==> src/rtl/tcam_loader.sv <==
// Streams key/mask/destination entries into a TCAM after a flush, sequencing
// the TCAM strobes and gating lookups until the table is complete.
module tcam_loader #(
  parameter int ID_Width    = 4,
  parameter int AddressSize = 4,
  parameter int Bits        = 8,
  parameter int Words       = 16
) (
  input  logic                   clk,
  input  logic                   rst_n,
  input  logic                   load_start,
  input  logic                   cfg_valid,
  output logic                   cfg_ready,
  input  logic [ID_Width-1:0]    cfg_key,
  input  logic [ID_Width-1:0]    cfg_mask,
  input  logic [ID_Width-1:0]    cfg_dst_id,
  input  logic                   cfg_last,
  output logic                   CS,
  output logic                   FLUSH,
  output logic                   VBE,
  output logic                   DCS,
  output logic                   WR,
  output logic                   VBI,
  output logic [Bits-1:0]        Data_In,
  output logic [Bits-1:0]        Mask_In,
  output logic [AddressSize-1:0] Addr_In,
  output logic                   lookup_en,
  output logic [AddressSize:0]   entry_count,
  output logic                   err_overflow
);

  localparam int CW = AddressSize + 1;

  typedef enum logic [2:0] {
    S_IDLE   = 3'd0,
    S_FLUSH  = 3'd1,
    S_SETTLE = 3'd2,
    S_LOAD   = 3'd3,
    S_DONE   = 3'd4
  } state_t;

  state_t state;
  logic   handshake;
  logic   last_beat;

  assign handshake = cfg_valid && cfg_ready;
  // The handshake that fills the final slot ends the load even without cfg_last.
  assign last_beat = cfg_last || (entry_count == CW'(Words - 1));

  always_ff @(posedge clk) begin
    if (!rst_n) begin
      state        <= S_IDLE;
      cfg_ready    <= 1'b0;
      CS           <= 1'b0;
      FLUSH        <= 1'b0;
      VBE          <= 1'b0;
      DCS          <= 1'b0;
      WR           <= 1'b0;
      VBI          <= 1'b0;
      Data_In      <= {Bits{1'b0}};
      Mask_In      <= {Bits{1'b0}};
      Addr_In      <= {AddressSize{1'b0}};
      lookup_en    <= 1'b0;
      entry_count  <= {CW{1'b0}};
      err_overflow <= 1'b0;
    end else begin
      FLUSH <= 1'b0;
      VBE   <= 1'b0;
      DCS   <= 1'b0;
      WR    <= 1'b0;
      VBI   <= 1'b0;
      // load_start wins over everything, including a coincident handshake.
      if (load_start) begin
        state        <= S_FLUSH;
        FLUSH        <= 1'b1;
        CS           <= 1'b1;
        cfg_ready    <= 1'b0;
        entry_count  <= {CW{1'b0}};
        lookup_en    <= 1'b0;
        err_overflow <= 1'b0;
      end else begin
        case (state)
          S_IDLE: begin
            CS        <= 1'b0;
            cfg_ready <= 1'b0;
          end
          S_FLUSH: begin
            state <= S_SETTLE;
            CS    <= 1'b0;
          end
          S_SETTLE: begin
            state     <= S_LOAD;
            CS        <= 1'b1;
            cfg_ready <= 1'b1;
          end
          S_LOAD: begin
            CS <= 1'b1;
            if (handshake) begin
              WR          <= 1'b1;
              VBE         <= 1'b1;
              VBI         <= 1'b1;
              DCS         <= 1'b1;
              Data_In     <= {cfg_key, cfg_dst_id};
              Mask_In     <= {cfg_mask, {ID_Width{1'b1}}};
              Addr_In     <= entry_count[AddressSize-1:0];
              entry_count <= entry_count + {{AddressSize{1'b0}}, 1'b1};
              if (last_beat) begin
                state     <= S_DONE;
                cfg_ready <= 1'b0;
              end else begin
                state     <= S_LOAD;
                cfg_ready <= 1'b1;
              end
            end else begin
              state     <= S_LOAD;
              cfg_ready <= 1'b1;
            end
          end
          S_DONE: begin
            CS        <= 1'b1;
            cfg_ready <= 1'b0;
            lookup_en <= 1'b1;
            if (cfg_valid) begin
              err_overflow <= 1'b1;
            end else begin
              err_overflow <= err_overflow;
            end
          end
          default: begin
            state     <= S_IDLE;
            CS        <= 1'b0;
            cfg_ready <= 1'b0;
          end
        endcase
      end
    end
  end

endmodule

==> config.mk <==
export PLATFORM = sky130hd
export DESIGN_NAME = tcam_loader
export DESIGN_NICKNAME = d
export VERILOG_FILES = /design/src/rtl/tcam_loader.sv
export SDC_FILE = /design/constraint.sdc
export NUM_CORES = 1
export LEC_CHECK = 0
export CAP_MARGIN = 20
export CORE_ASPECT_RATIO = 0.5
export CORE_MARGIN = 3
export CORE_UTILIZATION = 46
export CTS_CLUSTER_DIAMETER = 120
export DETAILED_ROUTE_END_ITERATION = 10
export MAX_ROUTING_LAYER = met4
export PLACE_DENSITY = 0.94
export SLEW_MARGIN = 30
export SYNTH_ARGS = -nofsm -noshare
export SYNTH_HDL_FRONTEND = slang
export SYNTH_SLANG_ARGS = --single-unit
==> constraint.sdc <==
create_clock -name clk -period 4.1 [get_ports clk]
set_clock_uncertainty 0.05 [all_clocks]
set_input_delay 0.615 -clock clk [delete_from_list [all_inputs] [get_ports clk]]
set_output_delay 0.615 -clock clk [all_outputs]
set_load 0.05 [all_outputs]
==> impl_metrics.py, run 1 <==
metrics = {
    "clock_network": {
        "cts-buffers-inserted": 5,
        "cts_root_buf": "clkbuf_8",
        "clockBufferDepth": 2,
        "cts_tree": "done",
        "clock_latency_ns": 0.28,
        "htree_levels": 2,
        "postCtsHoldBufs": 0,
        "cts_sinks": 31,
        "cts_resized": 0,
        "cts_setup_buffers": 0,
        "clk_pin_slew_worst_paths_ns": 0.06,
    },
    "synthesis": {
        "syn_inst": 141,
        "yosysTopAreaCell": "dfxtp_1",
        "async_flop_share_pct": 0,
        "synth_warnings": 0,
        "synthTopCellsByArea": "dfxtp_1, mux2i_1, nand2_1",
        "syn-num-nets": 160,
        "synthFlopType": "dfxtp_1",
        "ys_ff_latch": 31,
        "yosys.area.top_type_share_pct": 47.83,
        "seq_area_frac_synth_pct": 47.83,
        "synth_edf_count": 0,
        "syn_avg_cell_area_um2": 9.202,
        "ys_types": 29,
        "synth_area_mm2": 0.001297,
        "synth_most_common_cell": "nand2_1",
        "yosys-top-cells-count": "nand2_1, dfxtp_1, mux2i_1",
    },
    "routing": {
        "vias_per_cell": 5.113,
        "routed_wl_um": 2980,
        "ant_nets": 0,
        "drc": 0,
        "drt-initial-drc-count": 32,
        "drtPass1Iterations": 5,
        "dr_total_vias": 1130,
        "drt-wirelength-per-cell_um": 13.48,
    },
    "hold_path": {
        "worstHoldPathType": "reg2reg",
        "holdPathStages": 2,
    },
    "worst_setup_path": {
        "crit_path_cell_trace": "clkdlybuf4s50_1",
        "cpMaxStageDelayCell": "clkdlybuf4s50_1",
        "startpoint_type": "flop",
        "worstRegToRegCells": 6,
        "end_kind": "output port",
        "crit_buf_inv": 1,
        "required_ns": 3.43,
        "crit_family": "buffers and inverters",
        "path_class": "reg2out",
        "crit_arrival_ns": 1.55,
        "cp_num_cells": 1,
        "max_stage_delay_ns": 0.84,
        "critPathMaxFanout": 6,
    },
    "sta": {
        "setup_viol": 0,
        "maxSlewHeadroom_pct": 65.98,
        "setup_tns_ns": 0,
        "rsz0062_at_grt": "false",
        "slew_viol_final": 0,
        "clock.fmax_mhz": 451.4,
        "min_period_over_period_pct": 54.03,
        "finalHoldViolCount": 0,
        "worst_pin_slew_ns": 0.5086,
        "fin_crit_ns": 2.215,
    },
    "power": {
        "switching_share_pct": 22.54,
        "intPower_w": 0.0004426,
        "combPwrFrac_pct": 7.0,
        "seq_power_share_pct": 53.4,
        "power.switching_w": 0.0001288,
        "powerDensity_mw_per_mm2": 310.0,
        "p_leak_nw": 0.6518,
        "vdd_drop_max_mv": 0.1579,
        "clockPowerShare_pct": 39.6,
    },
    "floorplanning": {
        "die_h_um": 43.56,
        "initial_core_util_pct": 53.34,
        "die_area_mm2": 0.003533,
        "io_pins": 51,
        "core_area_mm2": 0.002432,
        "die_w_um": 81.11,
        "num_rows": 12,
    },
    "placed_design": {
        "hpwl_um": 2107,
        "io_buffer_count": 50,
        "dp.cells": 212,
        "gp_congestion": 0.8579,
    },
    "global_routing": {
        "grt-ovfl-total": 0,
        "antenna_found_initial": 0,
        "grt_max_degree": 40,
        "grt_pass1_vias": 1019,
        "grtUsageTotal_pct": 18.29,
        "grt_pass1_wl_um": 4636,
    },
    "final_layout": {
        "final_core_util_pct": 75.77,
        "nets": 204,
        "multiInputGateArea_um2": 570.5,
        "antenna_cells": 0,
        "seqCellArea_um2": 620.6,
        "drive_gt1_share_pct": 6.452,
        "stdcell_count": 221,
        "fill_cells": 181,
        "syn2layout_area_growth_pct": 42.04,
    },
    "job": {
        "max_cap_viol_count": 0,
    },
    "status": {
        "status": "complete, no violations",
    },
}
[final timing paths]
check,startpoint,to,slack (ns)
setup / recovery,entry_count[0],entry_count[0],1.88
hold reg to reg,Mask_In[7],Mask_In[7],0.41
hold / removal,Mask_In[7],Mask_In[7],0.41
setup reg to reg,entry_count[0],state[1],2.26
[logic make-up after synthesis]
| logic type | synth area share (%) |
|---|---|
| flip-flops | 47.83 |
| AND/OR/NAND/NOR | 21.51 |
| AO/OA/AOI/OAI | 7.714 |
| multiplexers | 12.34 |
| buffers and inverters | 8.679 |
| adder cells (fa/ha/maj) | 1.928 |
[routing by layer]
layer	up-vias	routed length (µm)	global-route usage, %
met2	37	1481	31.16
met5	-	0	-
li1	555	-	-
met3	8	171	5.809
met1	530	1263	19.12
met4	0	63	9.764
[state kept, by name, summed over array words and instances (netlist names), 3 cells and up]
name / count
Data_In: 8
Mask_In: 5
entry_count: 5
Addr_In: 4
state: 3
[final cells by class]
cell class,instances,area share [%]
clock buffer,7,4.141
multi-input combinational,93,30.96
sequential,31,33.67
tap,35,2.376
inverter,2,0.4073
timing repair buffer,52,28.17
clock inverter,1,0.2716
[worst register-to-register path, delay by kind of cell (launching register included)]
kind          cells  cell delay, ns
fa+ha+maj         2            0.41
simple gates      4            0.92
flops             1            0.36
[per-stage QoR]
step	hold WS, ns	total power, W	setup slack (ns)	area [µm²]
after global routing	0.4352	0.0005930	1.856	1843
after detailed placement	0.4046	0.0003519	1.458	1750
after global placement	0.3933	0.0003505	1.553	1750
after CTS	0.4132	0.0005746	1.740	1832
final	0.4109	0.0005714	1.885	1843
after floorplan	0.3916	0.0003310	2.172	1297
[layout by cell type, fill, tap and decap left out, types with 2 or more instances in the layout]
| cell type | synthesis | final |
|---|---|---|
| mux2i_1 | 16 | 16 |
| or4_1 | 2 | 2 |
| a21oi_1 | 8 | 8 |
| nand3_1 | 3 | 3 |
| o31ai_1 | 2 | 2 |
| clkdlybuf4s50_1 | 0 | 50 |
| ha_1 | 2 | 2 |
| clkbuf_1 | 5 | 2 |
| inv_1 | 2 | 2 |
| and3_1 | 4 | 4 |
| nor2_1 | 4 | 4 |
| nand2_1 | 32 | 32 |
| o21ai_0 | 3 | 3 |
| o21a_1 | 2 | 2 |
| clkbuf_8 | 0 | 5 |
| and2_1 | 2 | 2 |
| nor3_1 | 2 | 2 |
| dfxtp_1 | 31 | 31 |
[power groups by stage]
stage                     registers [W]  clock network [W]  logic (W)
after floorplan                0.000316                  0  0.0000148
after CTS                      0.000305           0.000229  0.0000403
final                          0.000305           0.000226  0.0000402
after global placement         0.000312                  0  0.0000388
after detailed placement       0.000312                  0  0.0000400
after global routing           0.000305           0.000245  0.0000431
(Power assumes the default switching activity.)
==> run 2, diff against run 1 <==
- CORE_UTILIZATION: 46 -> 42
- PLACE_DENSITY: 0.94 -> 0.88
- clock period: 4.1 -> 2.1 ns (I/O delays scaled with it)
==> run 2 against run 1 <==
  * Sequential power increased by 95%
  * Setup slack got worse by 1.7 ns
  * Power increased by 110%
  * First-iteration DRC count increased by 28%
  * Critical path depth unchanged
  * Sequential cell count unchanged
  * Register-to-register slack got worse by 2.0 ns
  * Routed wire length decreased by 4.7%
  * Critical path type unchanged
  * Largest cell class unchanged
==> impl_metrics.py, run 2 (synthesis results as in run 1) <==
metrics = {
    "status": {
        "status": "complete, no violations",
    },
    "job": {
        "max_cap_viol_count": 0,
    },
    "worst_setup_path": {
        "path_class": "reg2out",
        "end_kind": "output port",
        "startpoint_type": "flop",
        "cpMaxStageDelayCell": "clkdlybuf4s50_1",
        "crit_family": "buffers and inverters",
        "crit_arrival_ns": 1.54,
        "critPathMaxFanout": 6,
        "required_ns": 1.74,
        "crit_path_cell_trace": "clkdlybuf4s50_1",
        "max_stage_delay_ns": 0.84,
        "crit_buf_inv": 1,
    },
    "final_layout": {
        "multiInputGateArea_um2": 570.5,
        "mostFrequentLayoutCells": "clkdlybuf4s50_1, nand2_1, dfxtp_1",
        "seqCellArea_um2": 620.6,
        "fill_cells": 223,
        "mostFrequentLayoutCell": "clkdlybuf4s50_1",
        "largest_reg_flops": 8,
        "syn2layout_area_growth_pct": 44.36,
        "nets": 204,
        "largestRegisters": "Data_In: 8 flops, Mask_In: 5 flops, entry_count: 5 flops",
        "antenna_cells": 0,
        "drive_gt1_share_pct": 6.989,
        "stdcell_count": 223,
        "largest_register": "Data_In",
    },
    "clock_network": {
        "cts_sinks": 31,
        "cts_root_buf": "clkbuf_8",
        "clock_latency_ns": 0.28,
        "clockBufferDepth": 2,
        "postCtsHoldBufs": 0,
        "clk_pin_slew_worst_paths_ns": 0.06,
        "htree_levels": 2,
        "cts_tree": "done",
        "cts_resized": 0,
        "cts_setup_buffers": 0,
        "cts-buffers-inserted": 5,
    },
    "hold_path": {
        "worstHoldPathType": "reg2reg",
    },
    "floorplanning": {
        "core_area_mm2": 0.002765,
        "initial_core_util_pct": 46.92,
        "die_area_mm2": 0.003833,
        "num_rows": 13,
        "die_w_um": 84.61,
        "io_pins": 51,
        "die_h_um": 45.30,
    },
    "sta": {
        "setup_viol": 0,
        "finalHoldViolCount": 0,
        "worst_pin_slew_ns": 0.5231,
        "maxSlewHeadroom_pct": 65.02,
        "slew_viol_final": 0,
        "clock.fmax_mhz": 525.4,
        "fin_crit_ns": 1.903,
        "setup_tns_ns": 0,
        "min_period_over_period_pct": 90.64,
        "rsz0062_at_grt": "false",
    },
    "routing": {
        "drt-initial-drc-count": 41,
        "routed_wl_um": 2839,
        "vias_per_cell": 4.928,
        "drt-wirelength-per-cell_um": 12.73,
        "drc": 0,
        "drtPass1Iterations": 4,
        "ant_nets": 0,
        "dr_total_vias": 1099,
    },
    "global_routing": {
        "grt_max_degree": 39,
        "grt_pass1_wl_um": 4636,
        "grt_pass1_vias": 1043,
        "grtUsageTotal_pct": 16.29,
        "grt-ovfl-total": 0,
        "antenna_found_initial": 0,
    },
    "power": {
        "powerDensity_mw_per_mm2": 630.4,
        "p_leak_nw": 0.6630,
        "vdd_drop_max_mv": 0.4341,
    },
    "placed_design": {
        "io_buffer_count": 50,
        "gp_congestion": 0.8543,
        "dp.cells": 215,
        "hpwl_um": 2038,
    },
}
==> run 2: cell types whose count changed in the layout (fill, tap and decap cells not counted) <==
cell / previous run / this run
buf_12: 0 / 1
clkbuf_8: 5 / 7
buf_6: 1 / 0
clkinv_2: 1 / 0
clkbuf_1: 2 / 1
==> run 2: power by group <==
part	total (W)	leakage, nW	switching (W)	internal, W
clock	0.000507	0.0515	0.000209	0.000299
sequential	0.000596	0.251	0.00000333	0.000593
combinational	0.0000774	0.361	0.0000379	0.0000395
==> run 2: final cells by class <==
class                           instances  area share (%)
Clock buffer                            8           5.344
Inverter                                2          0.4008
Multi-Input combinational cell         93           30.46
Sequential cell                        31           33.13
Tap cell                               37           2.472
Timing Repair Buffer                   52           28.19
==> run 2: routing by layer <==
layer	share of wire [%]	wire length [µm]	global-route usage (%)	up-vias
li1	-	-	-	554
met2	52	1472	28.30	30
met3	5.4	152	5.282	7
met1	40	1149	16.94	508
met4	2.3	65	9.148	0
met5	0	0	-	-
==> run 2: metrics by stage <==
stage	power, W	cell area (µm²)	setup WS [ns]	util [%]	hold WS [ns]
2_1_floorplan	0.0006463	1297	0.1723	-	0.3867
3_3_place_gp	0.0006841	1773	0.2902	64.12	0.3921
6_report	0.001181	1873	0.1966	67.74	0.4064
3_5_place_dp	0.0006863	1773	0.2451	64.12	0.3965
5_1_grt	0.001228	1873	0.1424	67.74	0.4151
4_1_cts	0.001193	1873	0.1839	67.74	0.4099
==> run 2: path summary, 6_finish.rpt <==
| kind | startpoint | to | slack, ns | cells past startpoint |
|---|---|---|---|---|
| max reg2reg | entry_count[0] | cfg_ready | 0.26 | 6 |
| min reg2reg | Mask_In[5] | Mask_In[5] | 0.41 | 2 |
| min | Mask_In[5] | Mask_In[5] | 0.41 | 2 |
| max | entry_count[0] | entry_count[0] | 0.20 | 1 |
==> run 3, diff against run 2 <==
- GPL_TIMING_DRIVEN: unset -> 0
==> run 3 against run 2 <==
  * Setup slack lost 0.028 ns
  * Sequential power is essentially flat
  * Clock power shrank 14%
  * Largest power group unchanged
==> impl_metrics.py, run 3 (synthesis results as in run 1) <==
metrics = {
    "routing": {
        "drt-initial-drc-count": 39,
        "vias_per_cell": 4.873,
        "drc": 0,
        "dr_total_vias": 1150,
        "drt-wirelength-per-cell_um": 12.70,
        "ant_nets": 0,
        "drtPass1Iterations": 4,
        "routed_wl_um": 2997,
    },
    "worst_setup_path": {
        "rr_endpoint": "cfg_ready",
        "startpoint_type": "flop",
        "worstRegToRegCells": 6,
        "path_class": "reg2out",
        "crit_arrival_ns": 1.57,
        "crit_path_cell_trace": "buf_4 -> clkdlybuf4s50_1",
        "max_stage_delay_ns": 0.78,
        "cpMaxStageDelayCell": "clkdlybuf4s50_1",
        "critPathMaxFanout": 5,
        "required_ns": 1.74,
        "ff2ff_setup_slack_ns": 0.29,
        "end_kind": "output port",
        "r2r-start": "entry_count[0]",
    },
    "final_layout": {
        "largest_register": "Data_In",
        "nets": 217,
        "syn2layout_area_growth_pct": 48.41,
        "largest_reg_flops": 8,
        "mostFrequentLayoutCells": "clkdlybuf4s50_1, nand2_1, dfxtp_1",
        "final_core_util_pct": 69.64,
        "largestRegisters": "Data_In: 8 flops, Mask_In: 5 flops, entry_count: 5 flops",
        "stdcell_count": 236,
        "mostFrequentLayoutCell": "clkdlybuf4s50_1",
        "drive_gt1_share_pct": 10.05,
        "antenna_cells": 0,
    },
    "power": {
        "vdd_drop_max_mv": 0.3347,
        "combPwrFrac_pct": 7.5,
        "power.switching_w": 0.0002483,
        "clockPowerShare_pct": 39.1,
        "switching_share_pct": 22.25,
        "powerDensity_mw_per_mm2": 579.5,
        "intPower_w": 0.0008676,
        "seq_power_share_pct": 53.4,
        "power_w": 0.001116,
        "p_leak_nw": 0.6957,
    },
    "clock_network": {
        "cts-buffers-inserted": 5,
        "cts_tree": "done",
        "clk_pin_slew_worst_paths_ns": 0.06,
        "cts_root_buf": "clkbuf_8",
        "cts_setup_buffers": 0,
        "cts_sinks": 31,
        "clockBufferDepth": 2,
        "postCtsHoldBufs": 0,
        "htree_levels": 2,
        "clock_latency_ns": 0.28,
        "cts_resized": 0,
    },
    "placed_design": {
        "gp_congestion": 0.7823,
        "io_buffer_count": 50,
        "hpwl_um": 2286,
        "post-place-ws_ns": 0.1459,
        "dp.cells": 228,
    },
    "hold_path": {
        "holdPathStages": 2,
        "hold_path.startpoint": "Data_In[0]",
        "worstHoldPathType": "reg2reg",
        "holdPathEnd": "Data_In[0]",
    },
    "sta": {
        "setup_slack_ns": 0.1687,
        "clock.fmax_mhz": 517.8,
        "rsz0062_at_grt": "false",
        "worst_pin_slew_ns": 0.5248,
        "fin_crit_ns": 1.931,
        "maxSlewHeadroom_pct": 64.90,
        "min_period_over_period_pct": 91.97,
        "setup_tns_ns": 0,
        "setup_viol": 0,
        "slew_viol_final": 0,
        "finalHoldViolCount": 0,
    },
    "global_routing": {
        "grt_pass1_vias": 1117,
        "grt-ovfl-total": 0,
        "grt_max_degree": 11,
        "antenna_found_initial": 0,
        "grtUsageTotal_pct": 17.33,
        "grt_pass1_wl_um": 4912,
    },
    "floorplanning": {
        "die_h_um": 45.30,
        "num_rows": 13,
        "initial_core_util_pct": 46.92,
        "core_area_mm2": 0.002765,
        "die_area_mm2": 0.003833,
        "die_w_um": 84.61,
        "io_pins": 51,
    },
    "job": {
        "max_cap_viol_count": 0,
    },
    "status": {
        "status": "complete, no violations",
    },
}
-- run 3: how the worst max path moves through the flow --
stage	from	to	slack [ns]	cells past startpoint
final	Mask_In[3]	Mask_In[1]	0.17	2
after global routing	VBI	WR	0.11	2
after CTS	Mask_In[3]	Mask_In[1]	0.15	2
after detailed placement	cfg_valid	Addr_In[0]	0.15	6
after global placement	cfg_valid	Data_In[3]	0.20	6
after floorplan	entry_count[0]	cfg_ready	0.17	6
-- run 3: power by group through the flow --
stage / logic [W] / clock network, W / registers [W]
finish: 0.0000835 / 0.000436 / 0.000596
global route: 0.0000885 / 0.000477 / 0.000596
CTS: 0.0000837 / 0.000447 / 0.000596
detailed placement: 0.0000831 / 0 / 0.000609
global placement: 0.0000817 / 0 / 0.000609
floorplan: 0.0000290 / 0 / 0.000617
-- run 3: layout make-up --
cell class,count,area [µm²]
repair buffers,50,500.5
flip-flops and latches,31,620.6
clock inverters,1,5.005
multi-input cells,93,564.3
clock buffers,7,76.32
fillers,212,839.6
inverters,2,7.507
plain buffers,15,105.1
well taps,37,46.29
-- run 3: metrics by stage --
stage          hold slack (ns)  area [µm²]
2_1_floorplan           0.3867        1297
3_3_place_gp            0.3926        1844
3_5_place_dp            0.3988        1844
4_1_cts                 0.4099        1926
5_1_grt                 0.4204        1926
6_report                0.4093        1926
-- run 3: per-layer routing --
layer  global-route usage (%)  share of wire [%]  up-vias
li1                         -                  -      584
met1                    19.05                 44      525
met2                    29.86                 49       32
met3                    4.554                4.7        9
met4                    9.148                2.4        0
met5                        -                  0        -
-- run 3: critical path, delay by kind of cell (launching register included) --
kind     cells  cell delay (ns)
buf+inv      2             0.90
flops        1             0.38
